===== src/rtl/switch_injector.sv =====
`timescale 1ns/1ps
`default_nettype none
// switch_injector: Avalon-MM fed per-port byte queues streamed into three switch ingress ports.
// Optional per-port sent-byte counters are built when SWITCH_INJECTOR_STATS_EN is defined.
module switch_injector #(
  parameter int DEPTH = 16,
  parameter int GAP   = 0
) (
  input  logic       clk,
  input  logic       reset_n,
  input  logic       chipselect,
  input  logic       write,
  input  logic       read,
  input  logic [2:0] address,
  input  logic [7:0] writedata,
  output logic [7:0] readdata,
  output logic [7:0] tx_data1,
  output logic [7:0] tx_data2,
  output logic [7:0] tx_data3,
  output logic       tx_valid1,
  output logic       tx_valid2,
  output logic       tx_valid3,
  input  logic       tx_ready1,
  input  logic       tx_ready2,
  input  logic       tx_ready3
);

  localparam int AW = $clog2(DEPTH);
  localparam int LW = AW + 1;

  typedef enum logic [1:0] {
    IDLE = 2'd0,
    SEND = 2'd1,
    PACE = 2'd2
  } state_t;

  logic [2:0]  ready;
  logic [2:0]  valid;
  logic [2:0]  arm;
  logic [2:0]  ovf;
  logic [23:0] data_all;
  logic [23:0] level_all;
  logic [23:0] stat_all;
  logic        ctrl_wr;
  logic        flush;

  assign ready   = {tx_ready3, tx_ready2, tx_ready1};
  assign ctrl_wr = chipselect && write && (address == 3'd3);
  assign flush   = ctrl_wr && writedata[3];

  for (genvar k = 0; k < 3; k++) begin : g_port
    logic [7:0]    mem [DEPTH];
    logic [AW-1:0] wr_ptr;
    logic [AW-1:0] rd_ptr;
    logic [LW-1:0] level;
    state_t        state;
    state_t        state_nx;
    logic [7:0]    cnt;
    logic [7:0]    cnt_nx;
    logic          arm_r;
    logic          ovf_r;
    logic          push_req;
    logic          push;
    logic          pop;
    logic          empties;

    assign push_req = chipselect && write && (address == 3'(k));
    // Full check uses the registered level, so a same-edge pop never rescues a push.
    assign push     = push_req && (level != LW'(DEPTH));
    assign pop      = (state == SEND) && ready[k];
    assign empties  = pop && !push && (level == LW'(1));

    always_ff @(posedge clk) begin
      if (push) mem[wr_ptr] <= writedata;
    end

    always_ff @(posedge clk or negedge reset_n) begin
      if (!reset_n) begin
        wr_ptr <= '0;
        rd_ptr <= '0;
        level  <= '0;
        arm_r  <= 1'b0;
        ovf_r  <= 1'b0;
      end else begin
        if (push) wr_ptr <= wr_ptr + AW'(1);
        if (pop)  rd_ptr <= rd_ptr + AW'(1);
        if (push && !pop)      level <= level + LW'(1);
        else if (pop && !push) level <= level - LW'(1);
        if (push_req && !push)                 ovf_r <= 1'b1;
        else if (ctrl_wr && writedata[4 + k])  ovf_r <= 1'b0;
        // A software arm in the same cycle as the emptying pop wins.
        if (ctrl_wr && writedata[k]) arm_r <= 1'b1;
        else if (empties)            arm_r <= 1'b0;
        if (flush) begin
          wr_ptr <= '0;
          rd_ptr <= '0;
          level  <= '0;
          arm_r  <= 1'b0;
        end
      end
    end

    always_ff @(posedge clk or negedge reset_n) begin
      if (!reset_n) begin
        state <= IDLE;
        cnt   <= 8'd0;
      end else begin
        state <= state_nx;
        cnt   <= cnt_nx;
      end
    end

    always_comb begin
      state_nx = state;
      cnt_nx   = cnt;
      case (state)
        IDLE: if (arm_r && level != '0) state_nx = SEND;
        SEND: begin
          if (pop) begin
            if (GAP == 0) begin
              state_nx = (arm_r && level > LW'(1)) ? SEND : IDLE;
            end else begin
              state_nx = PACE;
              cnt_nx   = 8'(GAP - 1);
            end
          end
        end
        PACE: begin
          if (cnt == 8'd0) state_nx = (arm_r && level != '0) ? SEND : IDLE;
          else             cnt_nx   = cnt - 8'd1;
        end
        default: state_nx = IDLE;
      endcase
      if (flush) begin
        state_nx = IDLE;
        cnt_nx   = 8'd0;
      end
    end

`ifdef SWITCH_INJECTOR_STATS_EN
    logic [7:0] sent;
    always_ff @(posedge clk or negedge reset_n) begin
      if (!reset_n)   sent <= 8'd0;
      else if (flush) sent <= 8'd0;
      else if (pop)   sent <= sent + 8'd1;
    end
    assign stat_all[8*k +: 8] = sent;
`else
    assign stat_all[8*k +: 8] = 8'd0;
`endif

    assign valid[k]            = (state == SEND);
    assign data_all[8*k +: 8]  = valid[k] ? mem[rd_ptr] : 8'd0;
    assign level_all[8*k +: 8] = 8'(level);
    assign arm[k]              = arm_r;
    assign ovf[k]              = ovf_r;
  end

  always_ff @(posedge clk or negedge reset_n) begin
    if (!reset_n) begin
      readdata <= 8'd0;
    end else if (chipselect && read) begin
      case (address)
        3'd0:    readdata <= level_all[7:0];
        3'd1:    readdata <= level_all[15:8];
        3'd2:    readdata <= level_all[23:16];
        3'd3:    readdata <= {2'b00, ovf, arm};
        3'd4:    readdata <= stat_all[7:0];
        3'd5:    readdata <= stat_all[15:8];
        3'd6:    readdata <= stat_all[23:16];
        default: readdata <= 8'hA5;
      endcase
    end else begin
      readdata <= 8'd0;
    end
  end

  assign tx_data1  = data_all[7:0];
  assign tx_data2  = data_all[15:8];
  assign tx_data3  = data_all[23:16];
  assign tx_valid1 = valid[0];
  assign tx_valid2 = valid[1];
  assign tx_valid3 = valid[2];

endmodule
`default_nettype wire


===== config.mk =====
export PLATFORM = sky130hd
export DESIGN_NAME = switch_injector
export DESIGN_NICKNAME = d
export VERILOG_FILES = /design/src/rtl/switch_injector.sv
export SDC_FILE = /design/constraint.sdc
export NUM_CORES = 1
export LEC_CHECK = 0
export ABC_AREA = 1
export CORE_ASPECT_RATIO = 0.9
export CORE_MARGIN = 1
export CORE_UTILIZATION = 49
export CTS_CLUSTER_SIZE = 30
export DETAILED_ROUTE_END_ITERATION = 6
export GPL_TIMING_DRIVEN = 1
export PLACE_DENSITY = 0.73
export SLEW_MARGIN = 15
export SYNTH_ARGS = -nofsm -noshare
export SYNTH_HDL_FRONTEND = slang
export SYNTH_SLANG_ARGS = --single-unit

===== constraint.sdc =====
create_clock -name clk -period 3 [get_ports clk]
set_input_delay 0.3 -clock clk [delete_from_list [all_inputs] [get_ports clk]]
set_output_delay 0.3 -clock clk [all_outputs]
set_load 0.005 [all_outputs]

==> impl_metrics.tcl, run 1 <==
set metrics [dict create \
    status "complete, no violations" \
    cts_root_buffer "clkbuf_16" \
    endpoint_kind "output pin" \
    num_vias 13772 \
    fmax_mhz 341 \
    synth.distinct_cells 35 \
    portBuffers 52 \
    clock_sinks 439 \
    cp_slowest_cell "clkdlybuf4s50_1" \
    rows 68 \
    avgRoutedWirePerCell_um 18.8 \
    crit_required_ps 2700 \
    ys_warn_count 0 \
    numCtsBuffers 44 \
    grt_pass1_vias 13084 \
    synth_common_cells "nand2_1, edfxtp_1, nand3_1" \
    critPathMaxFanout 24 \
    static-leakage-power_nw 8.81 \
    antenna_found_initial 0 \
    async_flop_share_pct 12.5 \
    syn_avg_cell_area_um2 10.5 \
    ys_seq_area_share_pct 66.3 \
    path_class "reg2out" \
    fillers 3104 \
    globalRouteOverflowTotal 0 \
    wl_um 47300 \
    syn_area_um2 19500 \
    ys.flop_type "edfxtp_1" \
    yosysTopAreaCell "edfxtp_1" \
    relSlewSlack_pct 42.9 \
    die_h_um 191 \
    multi_input_area_um2 5600 \
    rsz0062_at_grt "true" \
    clkLatencyLatePin_ps 550 \
    drive_gt1_share_pct 10.3 \
    clk_pin_slew_ps 60 \
    worst_slack_ps 66.5 \
    tightest_slew_ps 857 \
    hold_viol 0 \
    drt-pass1-iter-count 6 \
    cts_tree "yes" \
    fin_crit_sh_pct 97.8 \
    ys_ff_latch 439 \
    synth.area.top_cells "edfxtp_1, nand2_1, dfrtp_1" \
    ios 54 \
    cp_num_buf_inv 3 \
    setup_tns_ps 0 \
    gp_congestion 0.887 \
    final_cell_area_um2 22400 \
    dieArea_um2 40500 \
    syn_to_final_growth_pct 15.0 \
    initial_utilization_pct 50.3 \
    critical_path.top_delay_family "buffers and inverters" \
    drtIter0Drc 1551 \
    fin_crit_ps 2930 \
    htree_levels 2 \
    clk_path_buf_depth 3 \
    placed_area_um2 20700 \
    seq_area_um2 12900 \
    track_usage_pct 23.6 \
    cpMostUsedCell "nand3_1" \
    n_antenna_cell 0 \
    drc_errors 0 \
    drt.antenna.violating_nets 0 \
    via_per_inst 5.49 \
    slowest_delay_ps 560 \
    start_kind "flop" \
    final_net_count 1997 \
    synth.top_cell.area_share_pct 59.2 \
    post-place-ws_ps 386 \
    final-setup-viol-count 0 \
    cap_violations 0 \
    core_um2 38700 \
    path_cells "clkinvlp_4, buf_12, nand2_1, nand3_1, nand3_1, nand3_1, a21oi_1, clkdlybuf4s50_1" \
    synth_edf_count 384 \
    syn-instance-count 1861 \
    arrival_ps 2630 \
    yosysMostFrequentCell "nand2_1" \
    min_path_type "in2reg" \
    die_width_um 212 \
    ir_drop_mv 0.593 \
    fin_skew_ps 14.6 \
    grt_pass1_wl_um 73500 \
    powerDensity_nw_per_um2 888 \
    grt_max_degree 76 \
    syn-num-nets 1907 \
    hpwlAfterDp_um 29600 \
    slew_violations 0 \
]
[area by class of cell]
type,count,area share [%]
Inverter,147,2.51
Clock buffer,62,5.59
Sequential cell,439,57.7
Multi-Input combinational cell,1188,25.0
Timing Repair Buffer,131,5.43
Tap cell,525,2.93
Clock inverter,18,0.872
[state kept, by name, summed over array words and instances, names as in the netlist]
name,count
g_port.state,3
g_port.level,15
g_port.mem,384
g_port.rd_ptr,12
g_port.wr_ptr,12
g_port.arm_r,3
readdata,7
g_port.ovf_r,3
[timing repair]
item                                   CTS  global route
hold buffers                             1             0
resized for setup                        7            14
endpoints found under the hold margin   40             0
buffers inserted                         0             5
setup endpoints to repair               16            19
gates cloned                             0             3
pin swaps                                0             0
[per-layer routing]
metal | global-route usage, % | part of all wire (%)
met5 | 0 | 0
met2 | 36.1 | 45
met1 | 34.4 | 43
met3 | 4.07 | 9.2
met4 | 7.44 | 2.6
[worst paths after layout]
kind	start	endpoint	slack, ps	cells after the start
min	writedata[7]	g_port[1].mem[9][7]	130	1
max in group asynchronous	reset_n	g_port[1].rd_ptr[1]	2210	3
max reg2reg	g_port[2].level[0]	g_port[2].mem[12][4]	660	7
min reg2reg	g_port[1].ovf_r	g_port[1].ovf_r	520	2
min in group asynchronous	reset_n	readdata[1]	210	2
max	g_port[2].rd_ptr[0]	tx_data3[1]	70	8
[cells in the final DEF, fill, tap and decap left out, types with 43 or more instances in the layout]
cell type        count
nand2_1            487
edfxtp_1           384
nand3_1            215
nor2_1             207
inv_1              129
o21ai_0             95
buf_4               65
dfrtp_1             51
clkbuf_16           49
clkdlybuf4s50_1     43
[power breakdown]
group	total, mW	leakage [nW]	switching (mW)	internal, mW
sequential	7.41	4.13	0.459	6.95
clock	5.52	0.706	2.26	3.26
combinational	6.94	3.98	4.37	2.57
total	19.9	8.81	7.09	12.8
[stage by stage]
stage | hold WS [ps] | instances | utilization (%) | power, mW
CTS | 114 | 2501 | 57.4 | 19.6
detailed placement | 499 | 2420 | 53.6 | 14.0
global route | 120 | 2510 | 57.8 | 21.0
finish | 128 | 2510 | 57.8 | 19.9
floorplan | 4.41 | 1861 | - | 11.8
global placement | 505 | 2420 | 53.6 | 13.9
[logic make-up (layout without fill, tap and decap cells)]
group / after synthesis / after routing / synth area share [%]
buffers and inverters: 234 / 358 / 5.01
AO/OA/AOI/OAI: 176 / 176 / 4.96
other: 1 / 1 / 0.0193
adder cells (fa/ha/maj): 27 / 27 / 1.74
flip-flops: 439 / 439 / 66.3
AND/OR/NAND/NOR: 966 / 966 / 21.2
XOR/XNOR: 18 / 18 / 0.810
Power figures use the tool's default switching activity.
==> inputs of run 2 (changes only) <==
--- a/config.mk
+++ b/config.mk
@@ -12,6 +12,7 @@
 export CTS_CLUSTER_SIZE = 30
 export DETAILED_ROUTE_END_ITERATION = 6
 export GPL_TIMING_DRIVEN = 1
+export HOLD_SLACK_MARGIN = 0.15
 export PLACE_DENSITY = 0.73
 export SLEW_MARGIN = 15
 export SYNTH_ARGS = -nofsm -noshare
==> run 2 against run 1 <==
Against the previous run:
- flip-flop and latch count unchanged
- critical path depth is the same
- power barely moved
- first-iteration DRC count is 0.52% higher
- worst hold slack improved by 78 ps
- largest power group unchanged
- combinational power hardly changed
==> impl_metrics.tcl, run 2 (same netlist as run 1, synthesis figures left out) <==
set metrics [dict create \
    status "complete, no violations" \
    clkLatencyLatePin_ps 550 \
    hpwlAfterDp_um 29600 \
    gp_congestion 0.887 \
    cts_tree "yes" \
    slew_violations 0 \
    final_net_count 1998 \
    post-place-ws_ps 386 \
    static-leakage-power_nw 8.82 \
    globalRouteOverflowTotal 0 \
    portBuffers 52 \
    min_path_type "in2async" \
    initial_utilization_pct 50.3 \
    fin_crit_ps 2910 \
    wl_um 47200 \
    final-setup-viol-count 0 \
    core_um2 38700 \
    powerDensity_nw_per_um2 886 \
    tightest_slew_ps 853 \
    track_usage_pct 23.6 \
    crit_required_ps 2700 \
    fin_skew_ps 13.5 \
    cts_root_buffer "clkbuf_16" \
    critPathMaxFanout 24 \
    fillers 3103 \
    drtIter0Drc 1559 \
    largest_reg_flops 384 \
    numCtsBuffers 44 \
    arrival_ps 2610 \
    worst_slack_ps 90.6 \
    num_vias 13756 \
    die_width_um 212 \
    htree_levels 2 \
    n_antenna_cell 0 \
    fin_cells 2511 \
    final_cell_mix "nand2_1, edfxtp_1, nand3_1, nor2_1, inv_1" \
    drive_gt1_share_pct 10.3 \
    fmax_mhz 344 \
    path_class "reg2out" \
    final_util_pct 57.9 \
    relSlewSlack_pct 43.1 \
    place_inst 2420 \
    clk_path_buf_depth 3 \
    grt_max_degree 76 \
    drt.antenna.violating_nets 0 \
    seq_area_um2 12900 \
    largest_registers "g_port.mem (384), g_port.level (15)" \
    final_cell_area_um2 22400 \
    clock_sinks 439 \
    multi_input_area_um2 5600 \
    start_kind "flop" \
    setup_tns_ps 0 \
    largest-register "g_port.mem" \
    final_common_cell "nand2_1" \
    drc_errors 0 \
    placed_area_um2 20700 \
    dieArea_um2 40500 \
    rsz0062_at_grt "true" \
    syn_to_final_growth_pct 15.1 \
    cap_violations 0 \
    die_h_um 191 \
    clk_pin_slew_ps 60 \
    antenna_found_initial 0 \
    avgRoutedWirePerCell_um 18.8 \
    grt_pass1_vias 13089 \
    ios 54 \
    ir_drop_mv 0.595 \
    fin_crit_sh_pct 97.0 \
    grt_pass1_wl_um 73500 \
    endpoint_kind "output pin" \
    drt-pass1-iter-count 7 \
    via_per_inst 5.48 \
    rows 68 \
    hold_viol 0 \
]
==> run 2: cell count changes in the layout (fill, tap and decap cells not counted) <==
cell           previous run  this run
dlygate4sd3_1             1         2
==> run 2: metrics by stage <==
| stage | hold WS (ps) | total power [mW] |
|---|---|---|
| finish | 206 | 19.9 |
| global route | 222 | 21.0 |
| CTS | 226 | 19.6 |
| detailed placement | 499 | 14.0 |
| global placement | 505 | 13.9 |
| floorplan | 4.41 | 11.8 |
==> run 2: final timing paths <==
path                                startpoint                   end  slack (ps)  cells after the start
hold reg to reg                g_port[0].ovf_r       g_port[0].ovf_r         520                      2
hold / removal                         reset_n           readdata[1]         210                      2
setup / recovery           g_port[2].rd_ptr[0]           tx_data3[1]          90                      8
max in group asynchronous              reset_n   g_port[1].rd_ptr[1]        2210                      3
min in group clk                  writedata[2]   g_port[2].mem[8][2]         220                      1
setup reg to reg            g_port[2].level[0]  g_port[2].mem[12][6]         680                      7
==> run 2: routing by layer <==
metal	track usage, %	wire length (um)	part of all wire (%)	up-vias
li1	-	-	-	6479
met1	34.5	20200	43	6550
met2	36.1	21500	46	644
met3	4.07	4310	9.1	83
met4	7.44	1130	2.4	0
met5	0	0	0	-
==> run 2: cell type report <==
class                      instances  share of cell area, %
inverter                         147                   2.51
timing repair buffer             132                   5.47
multi-input combinational       1188                   25.0
clock inverter                    18                  0.871
clock buffer                      62                   5.59
sequential                       439                   57.6
tap                              525                   2.93
==> run 2: where the power goes <==
group          leakage, nW  internal (mW)  switching, mW
Clock                0.706           3.26           2.26
Combinational         3.98           2.57           4.35
Sequential            4.13           6.96          0.460
==> run 2: worst max-delay path, stage by stage, from the launching register on <==
cell	delay (ps)
dfrtp_2	490
clkinvlp_4	190
buf_12	190
nand2_1	60
nand3_1	60
nand3_1	150
nand3_1	90
a21oi_1	270
clkdlybuf4s50_1	560
==> run 2: repair_timing <==
item / 4_1_cts / 5_1_grt
gates resized for setup: 7 / 14
endpoints found under the setup margin: 16 / 19
hold buffers: 2 / 0
buffers inserted: 0 / 5
gates cloned: 0 / 3
endpoints found under the hold margin: 47 / 0
==> inputs of run 3 (changes only) <==
--- a/config.mk
+++ b/config.mk
@@ -8,12 +8,12 @@
 export ABC_AREA = 1
 export CORE_ASPECT_RATIO = 0.9
 export CORE_MARGIN = 1
-export CORE_UTILIZATION = 49
+export CORE_UTILIZATION = 25
 export CTS_CLUSTER_SIZE = 30
 export DETAILED_ROUTE_END_ITERATION = 6
 export GPL_TIMING_DRIVEN = 1
 export HOLD_SLACK_MARGIN = 0.15
-export PLACE_DENSITY = 0.73
+export PLACE_DENSITY = 0.46
 export SLEW_MARGIN = 15
 export SYNTH_ARGS = -nofsm -noshare
 export SYNTH_HDL_FRONTEND = slang
==> run 3 against run 2 <==
Against the previous run:
- clock skew up 16 ps
- via count shrank 1.1%
- cell area is 5.6% higher
- core utilization down 27 points
- worst setup slack worse by 9.0 ps
- worst hold slack better by 0.62 ps
- global-route usage down 10 points
- fmax fell by 0.31%
- clock power rose by 8.5%
- largest cell class unchanged
==> impl_metrics.tcl, run 3 (same netlist as run 1, synthesis figures left out) <==
set metrics [dict create \
    drc_errors 0 \
    clkPwrFrac_pct 28.4 \
    final-setup-viol-count 0 \
    hold_viol 0 \
    final_net_count 2020 \
    ios 54 \
    clk_pin_slew_ps 60 \
    switching_share_pct 36.5 \
    antenna_found_initial 0 \
    num_vias 13608 \
    finalPower_mw 21.1 \
    fillers 8004 \
    endpoint_kind "output pin" \
    fin_skew_ps 29.6 \
    avgRoutedWirePerCell_um 17.8 \
    largest_registers "g_port.mem (384), g_port.level (15)" \
    clkLatencyLatePin_ps 600 \
    final_util_pct 30.9 \
    reg2reg_depth 7 \
    status "complete, no violations" \
    numCtsBuffers 50 \
    intPower_mw 13.4 \
    relSlewSlack_pct 41.3 \
    clk_path_buf_depth 3 \
    critPathMaxFanout 23 \
    cts_root_buffer "clkbuf_16" \
    powerDensity_nw_per_um2 891 \
    tightest_slew_ps 880 \
    largest-register "g_port.mem" \
    rsz0062_at_grt "true" \
    p_sw_mw 7.70 \
    fmax_mhz 343 \
    fin_cells 3044 \
    rows 96 \
    die_width_um 296 \
    htree_levels 2 \
    arrival_ps 2620 \
    drt.antenna.violating_nets 0 \
    largest_reg_flops 384 \
    track_usage_pct 13.6 \
    grt_pass1_wl_um 81900 \
    n_antenna_cell 0 \
    hpwlAfterDp_um 33300 \
    combPwrFrac_pct 36.2 \
    clock_sinks 439 \
    portBuffers 52 \
    ir_drop_mv 0.421 \
    dieArea_um2 79000 \
    syn_to_final_growth_pct 21.5 \
    grt_pass1_vias 13455 \
    hold_depth 4 \
    cap_violations 0 \
    grt_max_degree 52 \
    fin_crit_sh_pct 97.3 \
    gp_congestion 0.798 \
    core_um2 76600 \
    setup_tns_ps 0 \
    slew_violations 0 \
    crit_required_ps 2700 \
    start_kind "flop" \
    place_inst 2929 \
    initial_utilization_pct 25.4 \
    cts_tree "yes" \
    path_class "reg2out" \
    drtIter0Drc 1008 \
    globalRouteOverflowTotal 0 \
    final_common_cell "nand2_1" \
    drt-pass1-iter-count 5 \
    fin_crit_ps 2920 \
    wl_um 54100 \
    seqPwrFrac_pct 35.3 \
    drive_gt1_share_pct 12.4 \
    via_per_inst 4.47 \
    final_cell_mix "nand2_1, edfxtp_1, nand3_1, nor2_1, inv_1" \
    min_path_type "in2reg" \
    static-leakage-power_nw 9.25 \
    die_h_um 267 \
]
==> run 3: changes by cell type in the layout (fill, tap and decap cells not counted), sizes merged <==
cell	change
buf	+12
dlygate4sd3	+1
clkinv	+13
inv	+1
dlymetal6s2s	+14
clkdlybuf4s50	-14
bufbuf	+2
==> run 3: stage by stage <==
stage	hold WS [ps]	worst slack, ps	area [um2]
2_1_floorplan	4.41	894	19500
6_report	206	81.6	23700
3_3_place_gp	450	456	21500
4_1_cts	184	0.0688	23400
5_1_grt	203	-27.6	23700
3_5_place_dp	461	324	21500
==> run 3: final timing paths <==
check / start / endpoint / slack (ps)
worst min-delay path: writedata[0] / g_port[0].arm_r / 210
min in group asynchronous: reset_n / g_port[0].level[2] / 340
worst max-delay path: g_port[1].rd_ptr[0] / tx_data2[2] / 80
max in group asynchronous: reset_n / g_port[1].rd_ptr[1] / 1870
worst max register to register: g_port[2].level[0] / g_port[2].mem[12][5] / 610
worst min register to register: g_port[1].ovf_r / g_port[1].ovf_r / 530
==> run 3: area by class of cell <==
type                            count  area (um2)  share of cell area (%)
Clock inverter                     32         279                    1.18
Multi-Input combinational cell   1188        5690                    24.0
Clock buffer                       61        1310                    5.55
Timing Repair Buffer              148        1610                    6.82
Sequential cell                   439       12900                    54.6
Tap cell                         1029        1290                    5.44
Inverter                          147         569                    2.41
==> run 3: worst max-delay path: stages (launching register included) <==
cell             delay, ps
dfrtp_2                450
buf_4                  170
clkbuf_16              180
nand2_1                 80
nand3_1                 90
nand3_1                210
nand3_2                140
a21oi_2                160
clkdlybuf4s50_1        530
==> run 3: power groups by stage <==
stage	registers [mW]	clock network, mW	logic, mW
after global placement	7.56	0	6.79
after global routing	7.51	6.39	8.47
final	7.45	5.99	7.63
after CTS	7.45	6.17	7.43
after detailed placement	7.56	0	6.82
after floorplan	7.28	0	4.53
==> run 3: metal layers <==
metal	GRT usage (%)	vias up	share of wire, %
met4	3.46	0	1.6
met3	2.25	53	5.0
met5	0	-	0
met2	21.3	318	45
li1	-	6540	-
met1	19.4	6697	48
==> run 3: timing repair <==
item | CTS | global route
hold buffers | 3 | 0
setup endpoints to repair | 24 | 23
resized for setup | 25 | 41
cloned | 6 | 3
setup buffers | 4 | 6
pin swaps | 2 | 8
endpoints found under the hold margin | 45 | 0
